File: config.mk
export PLATFORM = sky130hd
export DESIGN_NAME = fetch_unit
export DESIGN_NICKNAME = d
export VERILOG_FILES = /design/src/rtl/fetch_pkg.sv /design/src/rtl/fetch_queue.sv /design/src/rtl/fetch_unit.sv
export SDC_FILE = /design/constraint.sdc
export NUM_CORES = 1
export LEC_CHECK = 0
export BUFFER_PORTS_ARGS = -buffer_cell sky130_fd_sc_hd__buf_4
export CORE_ASPECT_RATIO = 0.8
export CORE_UTILIZATION = 32
export CTS_CLUSTER_SIZE = 12
export DETAILED_ROUTE_END_ITERATION = 7
export PLACE_DENSITY = 0.58
export SLEW_MARGIN = 20
export SYNTH_ARGS = -nofsm -noshare
export SYNTH_HDL_FRONTEND = slang
export SYNTH_SLANG_ARGS = --single-unit
File: constraint.sdc
create_clock -name clk -period 15.8 [get_ports clk]
set_clock_uncertainty 0.05 [all_clocks]
set_input_delay 0.79 -clock clk [delete_from_list [all_inputs] [get_ports clk]]
set_output_delay 0.79 -clock clk [all_outputs]
set_load 0.01 [all_outputs]
File: src/rtl/fetch_pkg.sv
// fetch_pkg: shared types and constants for the instruction-fetch front end.
//   fetch_state_t : fetch FSM states (IDLE, REQ, DROP)
//   fetch_entry_t : one prefetch-queue entry {pc, instr}. The pc field is
//                   PC_W_MAX wide so a single struct serves any XLEN up to 64;
//                   users zero-extend on write and slice on read.
package fetch_pkg;

  localparam int          INSTR_W   = 32;
  localparam int          PC_STEP   = 4;
  localparam int          PC_W_MAX  = 64;
  localparam logic [31:0] NOP_INSTR = 32'h0000_0013;

  typedef enum logic [1:0] {
    IDLE = 2'd0,
    REQ  = 2'd1,
    DROP = 2'd2
  } fetch_state_t;

  typedef struct packed {
    logic [PC_W_MAX-1:0] pc;
    logic [INSTR_W-1:0]  instr;
  } fetch_entry_t;

endpackage

File: src/rtl/fetch_queue.sv
// fetch_queue: registered synchronous FIFO of fetch_entry_t.
//   clk, rst  : clock, asynchronous active-high reset
//   i_flush   : empty the queue this edge (wins over push/pop)
//   i_push    : write i_wdata at the tail
//   i_pop     : drop the head (ignored when empty)
//   o_valid   : head entry valid
//   o_head    : head entry (holds last value when empty)
//   o_count   : occupancy, 0..QDEPTH
// QDEPTH must be a power of two so the pointers wrap naturally.
module fetch_queue
  import fetch_pkg::*;
#(
  parameter  int QDEPTH = 4,
  localparam int AW     = $clog2(QDEPTH),
  localparam int CW     = AW + 1
) (
  input  logic         clk,
  input  logic         rst,
  input  logic         i_flush,
  input  logic         i_push,
  input  fetch_entry_t i_wdata,
  input  logic         i_pop,
  output logic         o_valid,
  output fetch_entry_t o_head,
  output logic [CW-1:0] o_count
);

  fetch_entry_t  r_mem [QDEPTH];
  logic [AW-1:0] r_wptr;
  logic [AW-1:0] r_rptr;
  logic [CW-1:0] r_count;
  logic          w_pop;
  logic          w_push;

  assign w_pop  = i_pop && (r_count != '0);
  // A push into a full queue is only legal when the head leaves the same edge.
  assign w_push = i_push && ((r_count != CW'(QDEPTH)) || w_pop);

  always_ff @(posedge clk or posedge rst) begin
    if (rst) begin
      for (int i = 0; i < QDEPTH; i++) r_mem[i] <= '0;
      r_wptr  <= '0;
      r_rptr  <= '0;
      r_count <= '0;
    end else if (i_flush) begin
      r_wptr  <= '0;
      r_rptr  <= '0;
      r_count <= '0;
    end else begin
      if (w_push) begin
        r_mem[r_wptr] <= i_wdata;
        r_wptr        <= r_wptr + AW'(1);
      end
      if (w_pop) r_rptr <= r_rptr + AW'(1);
      r_count <= r_count + CW'(w_push) - CW'(w_pop);
    end
  end

  assign o_valid = (r_count != '0);
  assign o_head  = r_mem[r_rptr];
  assign o_count = r_count;

endmodule

File: src/rtl/fetch_unit.sv
// fetch_unit: instruction-fetch front end. Owns the fetch PC, runs the
// instruction-memory req/ack handshake and buffers words in fetch_queue.
//   clk, rst            : clock, asynchronous active-high reset
//   i_req/i_address     : memory request and address (address stable while i_req)
//   i_ack/instruction   : memory ack and returned word
//   redirect/redirect_pc: flush queue and restart fetch at redirect_pc & ~3
//   out_valid/out_ready : head handshake to decode; out_instr/out_pc = head
//   q_count             : queue occupancy
// Optional (FETCH_PERF_EN): perf_fetched counts accepted pushes, perf_stall
// counts cycles with i_req & !i_ack. Neither is cleared by redirect.
module fetch_unit
  import fetch_pkg::*;
#(
  parameter  int              XLEN     = 32,
  parameter  logic [XLEN-1:0] RESET_PC = '0,
  parameter  int              QDEPTH   = 4,
  localparam int              CW       = $clog2(QDEPTH) + 1
) (
  input  logic               clk,
  input  logic               rst,
  output logic               i_req,
  output logic [XLEN-1:0]    i_address,
  input  logic               i_ack,
  input  logic [INSTR_W-1:0] instruction,
  input  logic               redirect,
  input  logic [XLEN-1:0]    redirect_pc,
  output logic               out_valid,
  input  logic               out_ready,
  output logic [INSTR_W-1:0] out_instr,
  output logic [XLEN-1:0]    out_pc,
  output logic [CW-1:0]      q_count
`ifdef FETCH_PERF_EN
  ,
  output logic [31:0]        perf_fetched,
  output logic [31:0]        perf_stall
`endif
);

  fetch_state_t    r_state;
  fetch_state_t    w_state_nxt;
  logic [XLEN-1:0] r_pc;
  logic [XLEN-1:0] r_addr;
  logic [XLEN-1:0] w_pc_nxt;
  logic [XLEN-1:0] w_redir_pc;
  logic            w_push;
  logic            w_pop;
  logic            w_space;
  logic [CW-1:0]   w_cnt_nxt;
  fetch_entry_t    w_wdata;
  fetch_entry_t    w_head;
  logic            w_unused_lo;

  assign w_redir_pc  = {redirect_pc[XLEN-1:2], 2'b00};
  assign w_unused_lo = ^redirect_pc[1:0];

  assign i_req     = (r_state != IDLE);
  assign i_address = r_addr;

  // Only a live request (REQ) may push; a word acked in DROP, or acked in the
  // same cycle as a redirect, belongs to the abandoned path.
  assign w_push = (r_state == REQ) && i_ack && !redirect;
  assign w_pop  = out_valid && out_ready && !redirect;

  // Occupancy after this edge; a new request is issued only if a slot is
  // free then, which reserves the slot for the single outstanding request.
  assign w_cnt_nxt = redirect ? '0 : (q_count + CW'(w_push) - CW'(w_pop));
  assign w_space   = (w_cnt_nxt < CW'(QDEPTH));

  always_comb begin
    w_state_nxt = r_state;
    case (r_state)
      IDLE:    if (!redirect && w_space) w_state_nxt = REQ;
      REQ: begin
        if (i_ack)         w_state_nxt = w_space ? REQ : IDLE;
        else if (redirect) w_state_nxt = DROP;  // memory cannot abort
      end
      DROP:    if (i_ack) w_state_nxt = w_space ? REQ : IDLE;
      default: w_state_nxt = IDLE;
    endcase
  end

  always_comb begin
    w_pc_nxt = r_pc;
    if (redirect)    w_pc_nxt = w_redir_pc;
    else if (w_push) w_pc_nxt = r_pc + XLEN'(PC_STEP);
  end

  // r_addr is loaded only when a request starts, so it stays at the old
  // address throughout DROP even though r_pc already points at the target.
  always_ff @(posedge clk or posedge rst) begin
    if (rst) begin
      r_state <= IDLE;
      r_pc    <= RESET_PC;
      r_addr  <= RESET_PC;
    end else begin
      r_state <= w_state_nxt;
      r_pc    <= w_pc_nxt;
      if (w_state_nxt == REQ) r_addr <= w_pc_nxt;
    end
  end

  always_comb begin
    w_wdata       = '0;
    w_wdata.pc    = PC_W_MAX'(r_pc);
    w_wdata.instr = instruction;
  end

  fetch_queue #(
    .QDEPTH (QDEPTH)
  ) u_queue (
    .clk     (clk),
    .rst     (rst),
    .i_flush (redirect),
    .i_push  (w_push),
    .i_wdata (w_wdata),
    .i_pop   (w_pop),
    .o_valid (out_valid),
    .o_head  (w_head),
    .o_count (q_count)
  );

  assign out_instr = w_head.instr;
  assign out_pc    = w_head.pc[XLEN-1:0];

  generate
    if (XLEN < PC_W_MAX) begin : g_pc_hi
      logic w_unused_hi;
      assign w_unused_hi = ^w_head.pc[PC_W_MAX-1:XLEN];
    end
  endgenerate

`ifdef FETCH_PERF_EN
  logic [31:0] r_perf_fetched;
  logic [31:0] r_perf_stall;

  always_ff @(posedge clk or posedge rst) begin
    if (rst) begin
      r_perf_fetched <= '0;
      r_perf_stall   <= '0;
    end else begin
      r_perf_fetched <= r_perf_fetched + 32'(w_push);
      r_perf_stall   <= r_perf_stall + 32'(i_req && !i_ack);
    end
  end

  assign perf_fetched = r_perf_fetched;
  assign perf_stall   = r_perf_stall;
`endif

endmodule
Word level (Yosys, flattened, before mapping)
Cells that the tools add are included.
{ "word_totals": {"output_inout_bits": 101, "ff_bits": 457, "inputBits": 69} }
{ "classes": {"add_sub_neg": 7, "order_cmp": 4, "eq_ne": 4, "n_mux": 20, "n_reduce_logical": 16, "n_bitwise": 3} }
{ "op_table": {"columns": ["op", "n"], "rows": [
  ["384-bit bitwise mux", 1],
  ["96-bit binary-select mux with 2-bit select", 1],
  ["96-bit demux with 2-bit select", 1],
  ["64-bit 2-to-1 mux", 2],
  ["96-bit 2-to-1 mux", 1],
  ["32-bit 2-to-1 mux", 2],
  ["32-bit by 3-bit adder with 32-bit output (second input constant)", 1],
  ["2-bit 2-to-1 mux", 8],
  ["1-bit logical AND", 8],
  ["3-bit by 1-bit adder with 3-bit output", 2],
  ["3-bit greater-or-equal comparator (second input constant)", 2],
  ["3-bit 2-to-1 mux", 2],
  ["2-bit NOT with 3-bit output", 2],
  ["2-bit case mux with 3 select lines", 1],
  ["2-bit nonzero test", 3],
  ["3-bit by 1-bit subtractor with 3-bit output", 2],
  ["2-bit by 1-bit adder with 2-bit output (second input constant)", 2],
  ["2-bit by 1-bit equality test with 1-bit output (second input constant)", 2],
  ["3-bit by 1-bit < comparator with 1-bit output (second input constant)", 1],
  ["3-bit < comparator (second input constant)", 1],
  ["3-bit inequality test (second input constant)", 1],
  ["3-bit nonzero test", 1],
  ["2-bit equality test (second input constant)", 1],
  ["2-bit logical NOT", 1],
  ["5 further kinds", 5]
]} }

Depth between registers and ports, before layout
{ "depth": {"depth_word": 11, "mapped_depth": 13, "ltp_nobuf": 11} }

By module
Synthesis repeated with hierarchy kept, for this count alone.
{ "hier_totals": {"cells_unflattened": 1289, "area_unflattened_um2": 20812.5} }
{ "modules_own_cells": {"columns": ["module", "instances", "area_per_inst_um2", "cells_each"], "rows": [
  ["fetch_queue", 1, 17519.3, 976],
  ["fetch_unit", 1, 3293.2, 313]
]} }

Least setup slack after synthesis
OpenSTA, ideal clock, no wires.
{ "synth_path": {"kind": "input port to flip-flop", "startpoint": "input redirect", "endpoint": "register r_addr[10], in the netlist i_address[10]", "cell_stages": 13, "arrival_ps": 3332, "setup_time_ps": 125, "slack_ps": 12294, "n_path_buf": 4, "t_required_ps": 15625, "path_cell_list": "buf_2 -> clkbuf_1 -> clkbuf_1 -> nor2_1 -> ha_1 -> inv_1 -> ha_1 -> nand3b_1 -> a21oi_1 -> o311ai_0 -> nand3_1 -> clkbuf_1 -> mux2_2"} }
{ "synth_via": {"elab_chain_len": 10} }
{ "synth_rtl": {"columns": ["item", "line", "text"], "rows": [
  ["start, declared", "fetch_unit.sv:25", "input logic redirect,"],
  ["1-bit logical NOT", "fetch_unit.sv:61, fetch_unit.sv:62, fetch_unit.sv:72", null],
  ["1-bit logical AND", "fetch_unit.sv:61", "assign w_push = (r_state == REQ) && i_ack && !redirect;"],
  ["3-bit by 1-bit adder with 3-bit output", "fetch_unit.sv:66", "assign w_cnt_nxt = redirect ? '0 : (q_count + CW'(w_push) - CW'(w_pop));"],
  ["3-bit by 1-bit subtractor with 3-bit output", "fetch_unit.sv:66", null],
  ["3-bit 2-to-1 mux", "fetch_unit.sv:66", null],
  ["3-bit < comparator", "fetch_unit.sv:67", "assign w_space = (w_cnt_nxt < CW'(QDEPTH));"],
  ["1-bit 2-to-1 mux or 1-bit logical AND (tied branches)", "fetch_unit.sv:74, fetch_unit.sv:77, fetch_unit.sv:72", null],
  ["2-bit 2-to-1 mux (on tied branches)", "fetch_unit.sv:77, fetch_unit.sv:72, fetch_unit.sv:74", null],
  ["2-bit case mux with 3 select lines", "fetch_unit.sv:71", "case (r_state)"],
  ["2-bit by 1-bit equality test with 1-bit output", "fetch_unit.sv:98", "if (w_state_nxt == REQ) r_addr <= w_pc_nxt;"],
  ["end signal, assigned", "fetch_unit.sv:98", null],
  ["end, declared", "fetch_unit.sv:42", "logic [XLEN-1:0] r_addr;"]
]} }
Parallel ways exist; a longest one is shown, timed or not.
A chain may end at the register's enable or synchronous reset.

Worst setup path after layout
{ "layout_path": {"startpoint": "input redirect", "endpoint": "register r_addr[7], in the netlist i_address[7]"} }
The elaborated chain is that of the path after synthesis.

==> out/results.tsv <==
stage	metric	value	unit
final_layout	syn2layout_area_growth	20.4	%
worst_setup_path	cp.buffers_inverters	3	
pwr	seq_power_share	0.410	
placed_design	hpwl	21700	um
pwr	p_sw_frac	0.292	
yosys	ys_seq_area_frac	0.562	
global_route	grt_pass1_wl	55000	um
pwr	ir_drop	101	uV
clock_network	cts.repair.resized	0	
timing	maxSlewViolCount	0	
placed_design	dpl_cell_area	16500	um^2
outcome	status	complete, no violations	
route	detail-route-antenna-nets	0	
route	vias_per_cell	4.98	
clock_network	cts_sinks	329	
pwr	p_per_area	175	nW/um^2
route	drtPass1Iterations	4	
pwr	clkPwrFrac	0.267	
pwr	power.switching	0.000902	W
timing	period_needed	4.14	ns
clock_network	clockBufferDepth	3	
timing	relSlewSlack	0.309	
clock_network	hold_buffers	0	
timing	hold-worst-slack	0.278	ns
timing	period_share	0.262	
clock_network	cts_root_buf	clkbuf_16	
worst_setup_path	critPathCaptureType	flop	
clock_network	htreeDepth	2	
min_path	hold_path_class	in -> async	
route	drc	0	
pwr	leakage	8.04	nW
route	routed_wirelength	34700	um
placed_design	io_buffers	167	
yosys	ys_types	50	
final_layout	layout_commonest_cell	dfrtp_1	
yosys	yosys_warnings	0	
timing	setup_violations	0	
worst_setup_path	critPathArrivalTime	4.49	ns
timing	final.setup.tns	0	ns
timing	fmax	241	MHz
clock_network	tritoncts	done	
die	io_pins	170	
global_route	grt_overflow_total	0	
yosys	syn-cell-area	14600	um^2
yosys	ys_ff_latch	329	
yosys	syn-num-nets	1056	
final_layout	drive_above_1_share	0.519	
route	wl_per_cell	19.9	um
global_route	grt_max_degree	178	
worst_setup_path	crit_slowest_cell	nand3_2	
worst_setup_path	critical_path.startpoint_type	primary input	
die	die_h	193	um
pwr	internal_power	0.00219	W
worst_setup_path	cp_slowest_stage_delay	0.88	ns
die	initial_core_util	0.327	
final_layout	diodes	0	
worst_setup_path	path_max_fanout	47	
die	die_area	46600	um^2
route	initialDrtViolationCount	376	
final_layout	fin_nets	1196	
worst_setup_path	path_delay_family	simple AND/OR/NAND/NOR gates	
die	num_rows	69	
worst_setup_path	crit_path_cell_trace	buf_4 -> and4bb_1 -> inv_6 -> ha_1 -> inv_1 -> ha_1 -> nand3b_1 -> and3_1 -> o311ai_0 -> nand3_2 -> mux2_2	
global_route	grt_use_total	0.153	
final_layout	layout_common_cells	327 x dfrtp_1, 288 x mux2_2, 175 x buf_4	
clock_network	post_cts_buffers	0	
global_route	grt_pass1_vias	9202	
timing	hold_viol_final	0	
global_route	antenna_found_initial	0	
yosys	synth_top_flop_cell	dfrtp_1	
clock_network	numCtsBuffers	37	
yosys	synthArstFlopShare	1.00	
worst_setup_path	path_class	in -> reg	
placed_design	finalWeightedCongestion	0.734	
route	num_vias	8688	
die	coreArea	44800	um^2
timing	worst_slew_pin_slew	1.04	ns
final_layout	fin_area	17600	um^2
final_layout	post-route-util	0.393	
clock_network	clk_latency	0.53	ns
run	timing.max_cap.violations	0	
pwr	pwr-share-comb	0.323	
clock_network	path_clk_slew	0.06	ns
yosys	synth_edf_count	0	
timing	rsz0062_at_grt	false	
worst_setup_path	worstPathRequired	16.15	ns
yosys	syn_inst	977	
worst_setup_path	path_common_cell	ha_1	
yosys	syn_avg_cell_area	15.0	um^2
die	die_x	241	um
==> cells in the mapped netlist (12+ instances only) <==
master,n,share of area
a31oi_1,14,0.0060
clkbuf_1,58,0.015
dfrtp_1,329,0.56
inv_1,12,0.0031
mux2_2,288,0.22
mux4_2,64,0.098
nand2_1,32,0.0082
nand4_1,12,0.0051
nor2_1,23,0.0059
o21ai_0,12,0.0041
o31ai_1,14,0.0072
or4_1,14,0.0072
==> layout make-up <==
| class | instances | area, um^2 |
|---|---|---|
| multi-input cells | 560 | 6070 |
| well taps | 603 | 754 |
| clock buffers | 55 | 1090 |
| clock inverters | 7 | 71.3 |
| flip-flops and latches | 329 | 8240 |
| inverters | 13 | 61.3 |
| repair buffers | 176 | 1330 |
| fillers | 4250 | 27200 |
==> cell families (layout without fill, tap and decap cells) <==
| kind of cell | Yosys count | count (layout) | synth area share |
|---|---|---|---|
| simple gates | 128 | 128 | 0.0475 |
| flops | 329 | 329 | 0.562 |
| compound gates | 54 | 54 | 0.0262 |
| fa+ha+maj | 10 | 10 | 0.00906 |
| xor+xnor | 15 | 15 | 0.00898 |
| mux | 353 | 353 | 0.321 |
| buf+inv | 88 | 251 | 0.0251 |
==> flip-flops by register name (all words and copies together) (netlist names) <==
name	flops
u_queue.r_wptr	2
u_queue.r_rptr	2
r_state	2
i_address	32
u_queue.o_count	3
u_queue.r_mem	256
r_pc	32
==> power groups by stage <==
| stage | clock network, W | logic, W | registers [W] |
|---|---|---|---|
| finish | 0.000825 | 0.000998 | 0.00127 |
| global route | 0.000893 | 0.00108 | 0.00130 |
| CTS | 0.000854 | 0.00102 | 0.00127 |
| detailed placement | 0 | 0.00102 | 0.00128 |
| global placement | 0 | 0.00101 | 0.00127 |
| floorplan | 0 | 0.000639 | 0.00122 |
==> per-stage QoR <==
stage / power [W] / std cells / worst slack (ns)
3_5_place_dp: 0.00230 / 1681 / 11.03
3_3_place_gp: 0.00228 / 1681 / 11.06
6_report: 0.00309 / 1743 / 11.66
5_1_grt: 0.00328 / 1743 / 11.36
4_1_cts: 0.00314 / 1743 / 11.56
2_1_floorplan: 0.00186 / 977 / 5.85
==> final timing paths <==
kind                                            to               start  slack (ns)  cells after the start
worst max-delay path                  i_address[7]            redirect       11.66                     11
worst min-delay path            u_queue.r_mem[104]                 rst        0.28                      2
worst max register to register        i_address[7]          r_state[1]       11.85                     10
worst min register to register  u_queue.r_mem[105]  u_queue.r_mem[105]        0.45                      1
max in group asynchronous       u_queue.r_mem[341]                 rst       13.99                      3
min in group clk                u_queue.r_mem[105]  u_queue.r_mem[105]        0.45                      1
==> per-layer routing <==
metal	share of wire	GRT usage
met4	0.019	0.0382
met1	0.47	0.221
met2	0.46	0.235
met5	0	0
met3	0.046	0.0310
Note: power is estimated with default switching activity, not from simulation.
